`src/rtl/mem_master.sv`:
```
// mem_master: single-request load/store initiator for the data memory port.
// Ports: clk, rst (async, active-high); req/op/addr/wdata request side;
// ready/done/rdata/err response side; adr/mem_wdata/mrd/mwr/mem_rdata
// memory side. Optional misalignment trap enabled by ALIGN_CHECK_EN.
module mem_master (
  input  logic        clk,
  input  logic        rst,
  input  logic        req,
  input  logic [2:0]  op,
  input  logic [31:0] addr,
  input  logic [31:0] wdata,
  output logic        ready,
  output logic        done,
  output logic [31:0] rdata,
  output logic        err,
  output logic [31:0] adr,
  output logic [31:0] mem_wdata,
  output logic        mrd,
  output logic        mwr,
  input  logic [31:0] mem_rdata
);

  localparam logic [1:0] S_IDLE = 2'd0;
  localparam logic [1:0] S_RD   = 2'd1;
  localparam logic [1:0] S_WR   = 2'd2;
  localparam logic [1:0] S_DONE = 2'd3;

  localparam logic [2:0] OP_LW  = 3'b000;
  localparam logic [2:0] OP_LH  = 3'b001;
  localparam logic [2:0] OP_LHU = 3'b010;
  localparam logic [2:0] OP_LB  = 3'b011;
  localparam logic [2:0] OP_LBU = 3'b100;
  localparam logic [2:0] OP_SW  = 3'b101;
  localparam logic [2:0] OP_SH  = 3'b110;
  localparam logic [2:0] OP_SB  = 3'b111;

  logic [1:0]  state_q, state_d;
  logic [2:0]  op_q, op_d;
  logic [31:0] addr_q, addr_d;
  // Holds store data; for SH/SB it is overwritten with the merged word.
  logic [31:0] wdata_q, wdata_d;
  logic [31:0] rdata_q, rdata_d;
  logic        err_q, err_d;

  logic [31:0] ld_val;
  logic [31:0] mrg_val;
  logic        mis;
  logic        is_store;

  always_comb begin
    ld_val = mem_rdata;
    case (op_q)
      OP_LH:   ld_val = {{16{mem_rdata[15]}}, mem_rdata[15:0]};
      OP_LHU:  ld_val = {16'h0, mem_rdata[15:0]};
      OP_LB:   ld_val = {{24{mem_rdata[7]}}, mem_rdata[7:0]};
      OP_LBU:  ld_val = {24'h0, mem_rdata[7:0]};
      default: ld_val = mem_rdata;
    endcase
  end

  always_comb begin
    if (op_q == OP_SH) begin
      mrg_val = {mem_rdata[31:16], wdata_q[15:0]};
    end else begin
      mrg_val = {mem_rdata[31:8], wdata_q[7:0]};
    end
  end

  assign is_store = (op_q == OP_SW) || (op_q == OP_SH)
                 || (op_q == OP_SB);

`ifdef ALIGN_CHECK_EN
  always_comb begin
    case (op)
      OP_LW, OP_SW:         mis = (addr[1:0] != 2'b00);
      OP_LH, OP_LHU, OP_SH: mis = addr[0];
      default:              mis = 1'b0;
    endcase
  end
`else
  assign mis = 1'b0;
`endif

  always_comb begin
    state_d = state_q;
    op_d    = op_q;
    addr_d  = addr_q;
    wdata_d = wdata_q;
    rdata_d = rdata_q;
    err_d   = err_q;
    case (state_q)
      S_IDLE: begin
        if (req) begin
          op_d    = op;
          addr_d  = addr;
          wdata_d = wdata;
          err_d   = mis;
          if (mis) begin
            rdata_d = 32'h0;
            state_d = S_DONE;
          end else if (op == OP_SW) begin
            state_d = S_WR;
          end else begin
            state_d = S_RD;
          end
        end
      end
      S_RD: begin
        if (is_store) begin
          wdata_d = mrg_val;
          state_d = S_WR;
        end else begin
          rdata_d = ld_val;
          state_d = S_DONE;
        end
      end
      S_WR:    state_d = S_DONE;
      default: state_d = S_IDLE;
    endcase
  end

  always_ff @(posedge clk or posedge rst) begin
    if (rst) begin
      state_q <= S_IDLE;
      op_q    <= OP_LW;
      addr_q  <= 32'h0;
      wdata_q <= 32'h0;
      rdata_q <= 32'h0;
      err_q   <= 1'b0;
    end else begin
      state_q <= state_d;
      op_q    <= op_d;
      addr_q  <= addr_d;
      wdata_q <= wdata_d;
      rdata_q <= rdata_d;
      err_q   <= err_d;
    end
  end

  // Memory-side outputs decode only from registered state.
  assign ready     = (state_q == S_IDLE);
  assign done      = (state_q == S_DONE);
  assign mrd       = (state_q == S_RD);
  assign mwr       = (state_q == S_WR);
  assign adr       = (mrd || mwr) ? addr_q : 32'h0;
  assign mem_wdata = mwr ? wdata_q : 32'h0;
  assign rdata     = rdata_q;
  assign err       = err_q;

endmodule

```
`config.mk`:
```
export PLATFORM = sky130hd
export DESIGN_NAME = mem_master
export DESIGN_NICKNAME = d
export VERILOG_FILES = /design/src/rtl/mem_master.sv
export SDC_FILE = /design/constraint.sdc
export NUM_CORES = 1
export LEC_CHECK = 0
export BUFFER_PORTS_ARGS = -buffer_cell sky130_fd_sc_hd__buf_2
export CAP_MARGIN = 20
export CORE_MARGIN = 2
export CORE_UTILIZATION = 40
export CTS_CLUSTER_DIAMETER = 80
export DETAILED_ROUTE_END_ITERATION = 8
export PLACE_DENSITY = 0.69
export SYNTH_ARGS = -nofsm -noshare
export SYNTH_HDL_FRONTEND = slang
export SYNTH_SLANG_ARGS = --single-unit
export TNS_END_PERCENT = 1
```
`constraint.sdc`:
```
create_clock -name clk -period 3.55 [get_ports clk]
set_clock_uncertainty 0.1 [all_clocks]
set_input_delay 0.5325 -clock clk [delete_from_list [all_inputs] [get_ports clk]]
set_output_delay 0.5325 -clock clk [all_outputs]
set_load 0.005 [all_outputs]
```
==> summary.md <==
| Metric | Value |
|---|---|
| Status | complete, no violations |
| R2r worst-path depth | 5 |
| Cells after Synth | 373 |
| Crit-path cells | inv_1 -> ha_2 -> mux2i_2 -> a21oi_4 -> mux2_2 |
| Total chip power | 6.09 mW |
| Post-CTS sizing | 0 |
| CTS Hold Bufs | 0 |
| Area contributors post-synth | dfrtp_1 52%, mux2_2 21%, and2_1 8.3% |
| Final #Nets | 670 |
| Post-synth top area share | 0.518 |
| Post-DR vias/cell | 5.06 |
| Fill cells | 1,039 |
| Pre-CTS WS | 846 ps |
| Startpoint types | flip-flop |
| Maxcap violations | 0 |
| Crit-path max FO | 31 |
| Period utilization | 0.754 |
| Yosys reg bits | 101 |
| Routed WL | 12,000 um |
| Pleak | 3.05 nW |
| Top Family by Delay on Critical Path | adder cells |
| Largest net degree at the start of global routing | 70 |
| CP peak stage delay | 710 ps |
| ANT cells | 0 |
| I/O Pins | 203 |
| Area leader, netlist | dfrtp_1 |
| Setup TNS | 0 ps |
| Cell row count | 40 |
| Pwr Density | 973 nW/um2 |
| Area growth syn-to-layout | 28.1% |
| Buffers & Inverters on Critical Path | 1 |
| R2r setup slk | 870 ps |
| First-pass DRT Iterations | 4 |
| Clock Pin Slew Worst Setup and Hold Paths | 70 ps |
| Vias | 3,618 |
| Critical path capture point type | flip-flop |
| Final Max Tran Viols | 0 |
| Post-CTS setup buffers | 0 |
| Layout cells sized above 1 | 0.581 |
| Worst min-delay path class | in -> async |
| Post-synth EDFFs | 0 |
| Routed length per instance | 16.7 um |
| Syn Nets | 479 |
| # setup viols final | 0 |
| Relative slew slack | 0.426 |
| Yosys cell types | 34 |
| Initial Util | 0.408 |
| Dpl hpwl | 8700 um |
| Post-Syn Area per Cell | 13.1 um2 |
| Vias in the first global route | 3,773 |
| Count leader, synth | dfrtp_1 |
| CTS Buffer Depth | 2 |
| Post-synth top cells | 101 x dfrtp_1, 90 x mux2_2, 65 x and2_1 |
| CTS root buf | clkbuf_16 |
| Routing usage on met1 | 0.232 |
| Worst R2R Start | state_q[1]$_DFFE_PP0P_ |
| Final Hold Fails | 0 |
| DR DRC count | 0 |
| GPL Wtd Cong | 0.798 |
| Post-route ant nets | 0 |
| Cell Area, Synth | 4880 um2 |
| TritonCTS Buffers | 9 |
| Period minus WS final | 2680 ps |
| Setup ws final | 872 ps |
| First-pass GRT wire length | 19,000 um |
| Port bufs | 201 |
| Post-synthesis sequential area ratio | 0.518 |
| Main synth FF type | dfrtp_1 |
| CTS tree | done |
| Ys Warns | 0 |
| Die H | 114 um |
| Gr busiest metal | met2 |
| Fmax | 373 MHz |
| RSZ-0062 raised after global routing | false |
| Met2 usage | 0.307 |
| GRT Overall Usage | 0.186 |
| Peak supply drop | 0.408 mV |
| Slowest CP cell | ha_2 |
| FF-to-FF End | wdata_q[29]$_DFFE_PP0P_ |
| Worst-Margin Slew | 862 ps |
| Initial antenna violation count | 2 |
| Clock sink count | 101 |
| Overflow after GRT | 0 |
| CP Class | reg -> reg |
| H-tree levels | 3 |
| Post-synthesis async set-or-reset flop share | 1.00 |
| Die ar. | 13,100 um2 |
| Finished Core Util | 0.523 |
| Initial DRC Count | 231 |
| CP arrival | 2800 ps |
| Core area | 12,000 um2 |
| Clk Latency, worst-skew pair | 340 ps |
| Die width | 114 um |
| Crit path required time | 3670 ps |
| Global routing usage on met3 | 0.0593 |
-- worst max-delay path by stage --
stage	from	endpoint	slack, ps	cells past startpoint
3_3_place_gp	state_q[1]$_DFFE_PP0P_	wdata_q[26]$_DFFE_PP0P_	940	5
5_1_grt	state_q[1]$_DFFE_PP0P_	rdata[25]$_DFFE_PP0P_	730	6
4_1_cts	state_q[0]$_DFFE_PP0P_	mem_wdata[23]	760	4
6_report	state_q[1]$_DFFE_PP0P_	wdata_q[29]$_DFFE_PP0P_	870	5
2_1_floorplan	rst	addr_q[0]$_DFFE_PP0P_	270	1
3_5_place_dp	state_q[1]$_DFFE_PP0P_	wdata_q[29]$_DFFE_PP0P_	850	5
-- report_power, final --
part	total, mW	switching (mW)	internal, mW
logic	3.01	1.34	1.67
clock network	0.969	0.408	0.561
registers	2.11	0.341	1.76
total	6.09	2.09	4.00
-- worst register-to-register path, cell delays in order (launching register included) --
cell	delay, ps
dfrtp_1	400
inv_1	100
ha_2	710
mux2i_2	230
a21oi_4	610
mux2_2	410
-- area by class of cell --
type,count,area (um2),share of cell area
flip-flops and latches,101,2530,0.404
well taps,147,184,0.0294
inverters,5,21.3,0.00340
repair buffers,205,1060,0.169
clock buffers,11,243,0.0388
clock inverters,4,48.8,0.00780
multi-input cells,242,2170,0.348
-- flip-flops by register name, indices dropped and copies added, names as in the netlist --
name     flops
wdata_q     32
addr_q      32
state_q      2
op_q         3
rdata       32
-- metrics by stage --
step,hold slack (ps),area [um2],instances
after detailed placement,385,5950,699
after global placement,379,5950,699
after global routing,312,6250,715
final,263,6250,715
after floorplan,371,4880,373
after CTS,306,6240,714
-- layer usage --
| metal | up-vias | routed length (um) |
|---|---|---|
| li1 | 1691 | - |
| met1 | 1763 | 5130 |
| met2 | 149 | 5670 |
| met3 | 13 | 1040 |
| met4 | 2 | 121 |
| met5 | - | 13 |
-- cell usage in the layout (no fill, tap or decap), types with 2 or more instances in the layout --
master and n:
buf_2 201, dfrtp_1 101, mux2_2 90, and2_1 65, a2bb2oi_1 25, o21ai_0 16, mux2_4 10, nand3_1 9
clkbuf_16 9, inv_1 4, nand2_1 3, ha_1 3, nand2b_1 2, clkinv_2 2, buf_4 2
-- cells by family after synthesis --
logic type | share of synthesized area
fa+ha+maj | 0.0103
compound gates | 0.0836
buf+inv | 0.0377
simple gates | 0.109
flops | 0.518
mux | 0.241
other cells | 0.000768
Power figures use the tool's default switching activity.
